[src/rtl/instruction_loader.sv]
// Byte-stream instruction loader: assembles big-endian 32-bit words from a valid/ready byte link
// and writes them to the instruction memory at consecutive word addresses.
module instruction_loader #(
    parameter int unsigned DEPTH_WORDS = 256,
    parameter logic [31:0] ADDR_BASE   = 32'h0000_0000
) (
    input  logic        clk,
    input  logic        reset,
    input  logic        Start,
    input  logic [7:0]  RxData,
    input  logic        RxValid,
    output logic        RxReady,
    output logic        MemWrite,
    output logic [31:0] MemAddress,
    output logic [31:0] MemData,
    output logic        Busy,
    output logic        Done,
    output logic        Error
);

    typedef enum logic [2:0] {
        StIdle,
        StHdrHi,
        StHdrLo,
        StData,
        StWrite,
        StFinish,
        StFail,
        StDone
    } state_e;

    state_e      state_q;
    logic [15:0] count_q;
    logic [8:0]  word_idx_q;
    logic [1:0]  byte_idx_q;
    logic [23:0] shift_q;

    logic        accept;
    logic [15:0] hdr_count;
    logic [8:0]  word_idx_nxt;

    always_comb begin
        accept       = RxValid && RxReady;
        hdr_count    = {count_q[15:8], RxData};
        word_idx_nxt = word_idx_q + 9'd1;
    end

    always_ff @(posedge clk or negedge reset) begin
        if (!reset) begin
            state_q    <= StIdle;
            count_q    <= '0;
            word_idx_q <= '0;
            byte_idx_q <= '0;
            shift_q    <= '0;
            RxReady    <= 1'b0;
            MemWrite   <= 1'b0;
            MemAddress <= ADDR_BASE;
            MemData    <= '0;
            Busy       <= 1'b0;
            Done       <= 1'b0;
            Error      <= 1'b0;
        end else begin
            // Write strobe is a single-cycle pulse raised only on entry to StWrite.
            MemWrite <= 1'b0;
            unique case (state_q)
                StIdle, StDone: begin
                    if (Start) begin
                        state_q <= StHdrHi;
                        Busy    <= 1'b1;
                        Done    <= 1'b0;
                        Error   <= 1'b0;
                        RxReady <= 1'b1;
                    end
                end
                StHdrHi: begin
                    if (accept) begin
                        count_q[15:8] <= RxData;
                        state_q       <= StHdrLo;
                    end
                end
                StHdrLo: begin
                    if (accept) begin
                        count_q <= hdr_count;
                        if (hdr_count == 16'd0) begin
                            state_q <= StFinish;
                            RxReady <= 1'b0;
                        end else if ({16'd0, hdr_count} > DEPTH_WORDS) begin
                            state_q <= StFail;
                            RxReady <= 1'b0;
                        end else begin
                            state_q    <= StData;
                            word_idx_q <= '0;
                            byte_idx_q <= '0;
                        end
                    end
                end
                StData: begin
                    if (accept) begin
                        shift_q    <= {shift_q[15:0], RxData};
                        byte_idx_q <= byte_idx_q + 2'd1;
                        if (byte_idx_q == 2'd3) begin
                            state_q    <= StWrite;
                            RxReady    <= 1'b0;
                            MemWrite   <= 1'b1;
                            MemData    <= {shift_q, RxData};
                            MemAddress <= ADDR_BASE + {21'd0, word_idx_q, 2'b00};
                        end
                    end
                end
                StWrite: begin
                    word_idx_q <= word_idx_nxt;
                    if ({7'd0, word_idx_nxt} == count_q) begin
                        state_q <= StFinish;
                    end else begin
                        state_q <= StData;
                        RxReady <= 1'b1;
                    end
                end
                StFinish: begin
                    Busy    <= 1'b0;
                    Done    <= 1'b1;
                    state_q <= StDone;
                end
                StFail: begin
                    Busy    <= 1'b0;
                    Error   <= 1'b1;
                    state_q <= StDone;
                end
            endcase
        end
    end

endmodule
[config.mk]
export PLATFORM = sky130hd
export DESIGN_NAME = instruction_loader
export DESIGN_NICKNAME = d
export VERILOG_FILES = /design/src/rtl/instruction_loader.sv
export SDC_FILE = /design/constraint.sdc
export NUM_CORES = 1
export LEC_CHECK = 0
export BUFFER_PORTS_ARGS = -buffer_cell sky130_fd_sc_hd__clkbuf_2
export CORE_MARGIN = 2
export CORE_UTILIZATION = 50
export DETAILED_ROUTE_END_ITERATION = 10
export PLACE_DENSITY = 0.85
export SLEW_MARGIN = 20
export SYNTH_ARGS = -nofsm -noshare
export SYNTH_HDL_FRONTEND = slang
export SYNTH_SLANG_ARGS = --single-unit
[constraint.sdc]
create_clock -name clk -period 1.88 [get_ports clk]
set_input_delay 0.094 -clock clk [delete_from_list [all_inputs] [get_ports clk]]
set_output_delay 0.094 -clock clk [all_outputs]
set_load 0.01 [all_outputs]
Yosys cells after proc, flatten, opt, wreduce, memory -nomap -nowiden
Cells that the tools add are included.

storage, ports and cells
  register bits = 100
  output and inout port bits = 69

cells by class
  $add $sub $neg = 2
  order comparisons = 1
  equality and inequality tests = 18
  mux-type cells = 35
  bitwise operators = 1
  reductions and logical operators = 22

operator list
  kind                                                                   count
  9-bit two-way mux                                                      3
  3-bit two-way mux                                                      8
  3-bit one-hot mux with 6 select lines                                  1
  9-bit one-hot mux with 2 select lines                                  1
  9-bit by 16-bit == test with 1-bit output                              1
  16-bit by 9-bit > comparator with 1-bit output, second input constant  1
  16-bit logical NOT                                                     1
  2-bit != test, second input constant                                   8
  8-bit one-hot mux with 2 select lines                                  1
  3-bit == test, second input constant                                   4
  1-bit two-way mux                                                      11
  2-bit AND reduction                                                    5
  5-bit AND reduction                                                    2
  2-bit nonzero test                                                     5
  9-bit by 1-bit adder with 9-bit output, second input constant          1
  2-bit two-way mux                                                      4
  8-bit two-way mux                                                      1
  7-bit AND reduction                                                    1
  3-bit by 2-bit == test with 1-bit output, second input constant        2
  1-bit one-hot mux with 2 select lines                                  3
  3-bit AND reduction                                                    2
  1-bit one-hot mux with 4 select lines                                  1
  2-bit one-hot mux with 2 select lines                                  1
  4-bit AND reduction                                                    1
  other kinds (9)                                                        10

Logic depth before layout (Yosys ltp)
Gate-level depths: netlist (run 1).

  depth after elaboration = 5
  mapped depth = 8
  mapped depth without buffers = 7

Worst setup path after synthesis (run 1)
OpenSTA, ideal clock, no wires.

  path type = register to register
  start = reg word_idx_q[0]
  end = reg state_q[1]
  setup time = 140 ps
  arrival time = 1807 ps
  data required time = 1740 ps
  slack = -67 ps
  cell stages (with the launch flop) = 8
  path buffers = 0
  period minus slack after synthesis = 1947 ps
  cells stage by stage = dfrtp_1 -> ha_1 -> and2_2 -> and3_1 -> nor3_2 -> o31ai_2 -> o41ai_2 -> o211ai_1

between the ends
  longest elaborated chain between the ends = 4

RTL lines
  what                                       line  source
  from (decl)                                34    logic [8:0] word_idx_q;
  from (signal assigned)                     111   word_idx_q <= word_idx_nxt;
  9-bit by 1-bit adder with 9-bit output     45    word_idx_nxt = word_idx_q + 9'd1;
  9-bit by 16-bit == test with 1-bit output  112   if ({7'd0, word_idx_nxt} == count_q) begin
  3-bit two-way mux                          112
  3-bit one-hot mux with 6 select lines      65    unique case (state_q)
  to (signal assigned)                       68    state_q <= StHdrHi;
  to (signal assigned)                       113   state_q <= StFinish;
  to (signal assigned)                       115   state_q <= StData;
  to (decl)                                  32    state_e state_q;

No other way between the ends.
A chain may end at the register's enable or synchronous reset.

Worst setup path after layout (run 1)
  start = reg word_idx_q[5]
  end = reg state_q[1]

The elaborated chain is that of the path after synthesis.

==> impl_metrics.json, run 1 <==
{
  "cts_buffer_depth": 2,
  "dr.pass1.iters": 4,
  "arrival_ps": 2130,
  "seq_area_frac_synth_pct": 53.9,
  "fill_cells": 711,
  "rsz0062_at_grt": "yes",
  "htree_num_levels": 3,
  "synthTopCellsByCount": "100 x dfrtp_1, 66 x mux2_2, 44 x nand2_1, 30 x buf_4",
  "crit_path_max_fanout": 6,
  "p_sw_share_pct": 24.3,
  "cts_root_buf": "clkbuf_8",
  "p_clk_share_pct": 36.3,
  "synthArstFlopShare_pct": 100,
  "setup_ws_ps": -12.7,
  "hold_depth": 3,
  "core-area_mm2": 0.00911,
  "clkLatencyLatePin_ps": 360,
  "critical_path_class": "flip-flop to flip-flop",
  "holdWs_ps": 20.0,
  "synth-edff-count": 0,
  "r2r_cells": 6,
  "yosysWarnings": 0,
  "grtUsageTotal_pct": 18.6,
  "ir_drop_mv": 0.338,
  "violations": "negative setup slack",
  "drt-total-wl_um": 9160,
  "synth_largest_area_cell": "dfrtp_1",
  "wl_per_cell_um": 15.9,
  "die_y_um": 100,
  "layout-drive-gt1-share_pct": 41.6,
  "synth_most_common_cell": "dfrtp_1",
  "yosys_most_used_dff": "dfrtp_1",
  "hold_path_class": "input port to flip-flop",
  "comb_power_share_pct": 3.0,
  "row_count": 35,
  "grt_pass1_vias": 3104,
  "port_buffers": 57,
  "crit_path_top_delay_cell": "dfrtp_2",
  "cts.sinks": 100,
  "die_area_mm2": 0.0101,
  "via_per_inst": 5.48,
  "area_delta_synth_final_pct": 15.9,
  "path_cells": "xnor2_2 > mux2i_1 > a22oi_1 > nand4b_1 > o41ai_2 > o211ai_1",
  "start_util_pct": 51.0,
  "finalPower_uw": 3540,
  "ant_nets": 0,
  "critical_path.top_delay_family": "compound AO/OA/AOI/OAI gates",
  "final.setup.tns_ps": -12.7,
  "syn_inst": 382,
  "crit_buf_inv": 0,
  "n_antenna_cell": 0,
  "dp_hpwl_um": 6350,
  "seq_power_share_pct": 60.8,
  "finalHoldViolations": 0,
  "drcViolationCount": 0,
  "cts_tree": "yes",
  "fmax_mhz": 528,
  "avgSynthCellArea_um2": 12.2,
  "period_share_pct": 101,
  "fp.dieW_um": 100,
  "crit_path_end_kind": "flip-flop",
  "post-place-ws_ps": 21.9,
  "max_cap_violations": 0,
  "power_leakage_uw": 0.00286,
  "setup_violations": 1,
  "critPathLaunchType": "flip-flop",
  "internal_power_uw": 2680,
  "final_util_pct": 59.1,
  "synth.ff_latch_count": 100,
  "yosys.cell_types.count": 54,
  "power_switching_uw": 859,
  "final.min_clock_period_ps": 1890,
  "gp_congestion": 0.814,
  "clk_pin_slew_ps": 100,
  "synthTopCellsByArea": "dfrtp_1 54%, mux2_2 16%, buf_4 4.8%",
  "crit_path_max_incr_delay_ps": 470,
  "synth_top_area_share_pct": 53.9,
  "grt.overflow.total": 0,
  "vias": 3162,
  "status": "complete, but fails checks",
  "grt_pass1_wl_um": 14900,
  "antenna_found_initial": 0,
  "io_pins": 81,
  "power_density_mw_per_mm2": 657,
  "cts_inserted_buffers": 9,
  "drtIter0Drc": 220,
  "grt_max_degree": 40,
  "slew_violations": 0,
  "nets": 475,
  "finClkSkew_ps": 11.8,
  "required_ps": 2120,
  "cp.depth": 6,
  "syn-cell-area_mm2": 0.00465
}
==> power by group through the flow <==
| stage | Clock [uW] | Sequential [uW] | Combinational [uW] |
|---|---|---|---|
| 2_1_floorplan | 0 | 2190 | 58.5 |
| 3_3_place_gp | 0 | 2190 | 103 |
| 3_5_place_dp | 0 | 2190 | 105 |
| 4_1_cts | 1320 | 2150 | 107 |
| 5_1_grt | 1410 | 2150 | 121 |
| 6_report | 1280 | 2150 | 104 |
==> layout make-up <==
class	instances	area, um^2	area share (%)
Clock inverter	6	53.8	0.999
Tap cell	111	139	2.58
Sequential cell	100	2500	46.5
Clock buffer	10	128	2.37
Multi-Input combinational cell	259	2010	37.3
Timing Repair Buffer	87	541	10.0
Inverter	4	15.0	0.279
==> routing by layer <==
layer | share of wire [%] | GRT usage [%] | routed length [um]
met5 | 0 | 0 | 0
met4 | 1.5 | 7.06 | 137
met3 | 4.7 | 2.92 | 432
met2 | 50 | 30.7 | 4600
met1 | 44 | 24.8 | 3990
==> repair_timing <==
| action | in CTS | in global routing |
|---|---|---|
| hold endpoints to repair | 32 | 0 |
| setup buffers | 0 | 5 |
| endpoints found under the setup margin | 0 | 12 |
| gates resized for setup | 0 | 18 |
| hold buffers | 1 | 0 |
==> through the flow <==
step                area, um^2  cells
finish                    5390    577
global route              5390    577
CTS                       5270    571
detailed placement        5070    554
global placement          5070    554
floorplan                 4730    404
==> flip-flops by register name, summed over array words and instances (netlist names) <==
signal and count:
MemData 32, shift_q 24, count_q 16, MemAddress 9, word_idx_q 9, state_q 3
byte_idx_q 2, Busy 1, Done 1, Error 1, MemWrite 1, RxReady 1
==> cell usage in the layout (no fill, tap or decap), drive strengths merged, types with 3 or more instances in the layout <==
cell type and instances:
a21oi 7, a22o 3, and2 6, and3 3
buf 30, clkbuf 66, conb 23, dfrtp 100
inv 8, mux2 73, nand2 46, nand2b 3
nand3 5, nor2 12, nor3 5, nor4 3
o21ai 23, o2bb2ai 3, o31ai 6, xnor2 5
xor2 7
==> path summary, 6_finish.rpt <==
check / startpoint / endpoint / slack, ps
setup / recovery: word_idx_q[5] / state_q[1] / -10
hold / removal: RxData[1] / shift_q[1] / 20
setup reg to reg: word_idx_q[5] / state_q[1] / -10
hold reg to reg: shift_q[23] / MemData[31] / 500
max in group asynchronous: reset / word_idx_q[5] / 1070
min in group asynchronous: reset / MemData[28] / 210
==> cell families after synthesis <==
logic type	after synthesis	synth area share, %
buffers and inverters	46	6.57
AND/OR/NAND/NOR	91	10.0
multiplexers	75	18.1
AO/OA/AOI/OAI	55	8.54
other	1	0.0807
XOR/XNOR	12	2.26
flip-flops	100	53.9
adder cells (fa/ha/maj)	2	0.538
==> worst register-to-register path: stages, from the launching register on <==
cell	delay [ps]
dfrtp_2	470
xnor2_2	220
mux2i_1	240
a22oi_1	120
nand4b_1	250
o41ai_2	340
o211ai_1	120
Power figures use the tool's default switching activity.
==> inputs of run 2 (changes only) <==
Settings changed: RECOVER_POWER set to 100.
==> impl_metrics.json, run 2 (synthesized netlist as in run 1, its figures left out) <==
{
  "fmax_mhz": 527,
  "n_antenna_cell": 0,
  "worst_pin_slew_ps": 836,
  "dp.cells": 554,
  "cts.sinks": 100,
  "cts_inserted_buffers": 9,
  "cts_tree": "yes",
  "fp.dieW_um": 100,
  "final.min_clock_period_ps": 1900,
  "reg.largest.list": "MemData (32), shift_q (24), count_q (16)",
  "die_y_um": 100,
  "crit_path_max_incr_delay_ps": 400,
  "dr.pass1.iters": 4,
  "power_leakage_uw": 0.00268,
  "final_common_cell": "dfrtp_1",
  "final.setup.tns_ps": -19.3,
  "finClkSkew_ps": 9.94,
  "htree_num_levels": 3,
  "io_pins": 81,
  "relSlewSlack_pct": 44.3,
  "dp_hpwl_um": 6350,
  "drcViolationCount": 0,
  "via_per_inst": 5.47,
  "setup_violations": 1,
  "hold_depth": 3,
  "grt_max_degree": 40,
  "antenna_found_initial": 0,
  "reg2reg_from": "word_idx_q[1]",
  "drtIter0Drc": 216,
  "hold_path_class": "input port to flip-flop",
  "row_count": 35,
  "crit_path_max_fanout": 8,
  "holdPathEnd": "shift_q[1]",
  "start_util_pct": 51.0,
  "area_delta_synth_final_pct": 13.6,
  "drt-total-wl_um": 9230,
  "seq_area_mm2": 0.00250,
  "post-place-ws_ps": 21.9,
  "rsz0062_at_grt": "yes",
  "cts_root_buf": "clkbuf_8",
  "critical_path_class": "flip-flop to flip-flop",
  "clkLatencyLatePin_ps": 370,
  "finalHoldViolations": 0,
  "gp_congestion": 0.814,
  "port_buffers": 57,
  "clk_pin_slew_ps": 100,
  "core-area_mm2": 0.00911,
  "violations": "negative setup slack",
  "fill_cells": 743,
  "ant_nets": 0,
  "die_area_mm2": 0.0101,
  "grt.overflow.total": 0,
  "slew_violations": 0,
  "power_density_mw_per_mm2": 671,
  "fin_cells": 577,
  "r2r_cells": 7,
  "max_cap_violations": 0,
  "final_util_pct": 58.0,
  "vias": 3158,
  "critPathLaunchType": "flip-flop",
  "cts_buffer_depth": 2,
  "nets": 475,
  "multi_input_area_mm2": 0.00199,
  "wl_per_cell_um": 16.0,
  "largest_reg_flops": 32,
  "min-delay-start": "RxData[1]",
  "path_cells": "buf_4 > and3_4 > o2bb2ai_1 > a22oi_1 > nand4b_1 > o41ai_2 > o211ai_1",
  "grt_pass1_vias": 3104,
  "grt_pass1_wl_um": 14900,
  "r2r-end": "state_q[1]",
  "arrival_ps": 2140,
  "layout_common_cells": "99 x dfrtp_1, 66 x mux2_2, 49 x clkbuf_1",
  "r2r_setup_slack_ps": -20,
  "largest-register": "MemData",
  "grtUsageTotal_pct": 18.6,
  "status": "complete, but fails checks",
  "crit_path_end_kind": "flip-flop",
  "crit_path_top_delay_cell": "dfrtp_1",
  "holdWs_ps": 10.1,
  "required_ps": 2120,
  "period_share_pct": 101,
  "layout-drive-gt1-share_pct": 30.7,
  "ir_drop_mv": 0.341,
  "setup_ws_ps": -19.3
}
-- run 2: cell count changes in the layout (fill, tap and decap cells not counted), sizes merged --
cell	previous run	this run
clkbuf	66	76
buf	30	20
-- run 2: where the power goes --
part / internal [uW] / switching [uW]
sequential: 2150 / 0
combinational: 15.5 / 83.0
clock: 508 / 785
-- run 2: per-layer routing --
metal  up-vias  global-route usage [%]  wire length [um]
li1       1456                       -                 -
met1      1571                    24.8              4020
met2       117                    30.7              4610
met3        14                    2.92               460
met4         0                    7.06               137
met5         -                       0                 0
-- run 2: area by class of cell --
type / instances / share of cell area (%)
tap: 111 / 2.63
clock inverter: 6 / 1.02
sequential: 100 / 47.4
multi-input combinational: 259 / 37.7
timing repair buffer: 87 / 8.48
inverter: 4 / 0.284
clock buffer: 10 / 2.42
-- run 2: worst max-delay path by stage --
stage	from	endpoint	slack, ps	cells past startpoint
floorplan	word_idx_q[0]	state_q[1]	2	7
global placement	word_idx_q[1]	state_q[1]	70	7
detailed placement	word_idx_q[0]	state_q[1]	20	7
CTS	word_idx_q[0]	state_q[1]	20	7
global route	word_idx_q[5]	state_q[1]	-140	6
finish	word_idx_q[1]	state_q[1]	-20	7
-- run 2: stage by stage --
| stage | area, um^2 | power (uW) |
|---|---|---|
| floorplan | 4730 | 2250 |
| global placement | 5070 | 2290 |
| detailed placement | 5070 | 2300 |
| CTS | 5270 | 3570 |
| global route | 5280 | 3670 |
| finish | 5280 | 3540 |
-- run 2: repair_timing --
item	in CTS	in global routing
buffers inserted	0	5
endpoints found under the hold margin	32	0
hold buffers	1	0
resized for setup	0	18
setup endpoints to repair	0	12
-- run 2: critical path, delay by kind of cell (launching register included) --
kind / cells / cell delay (ps)
AO/OA/AOI/OAI: 4 / 780
buffers and inverters: 1 / 160
flip-flops: 1 / 400
AND/OR/NAND/NOR: 2 / 450
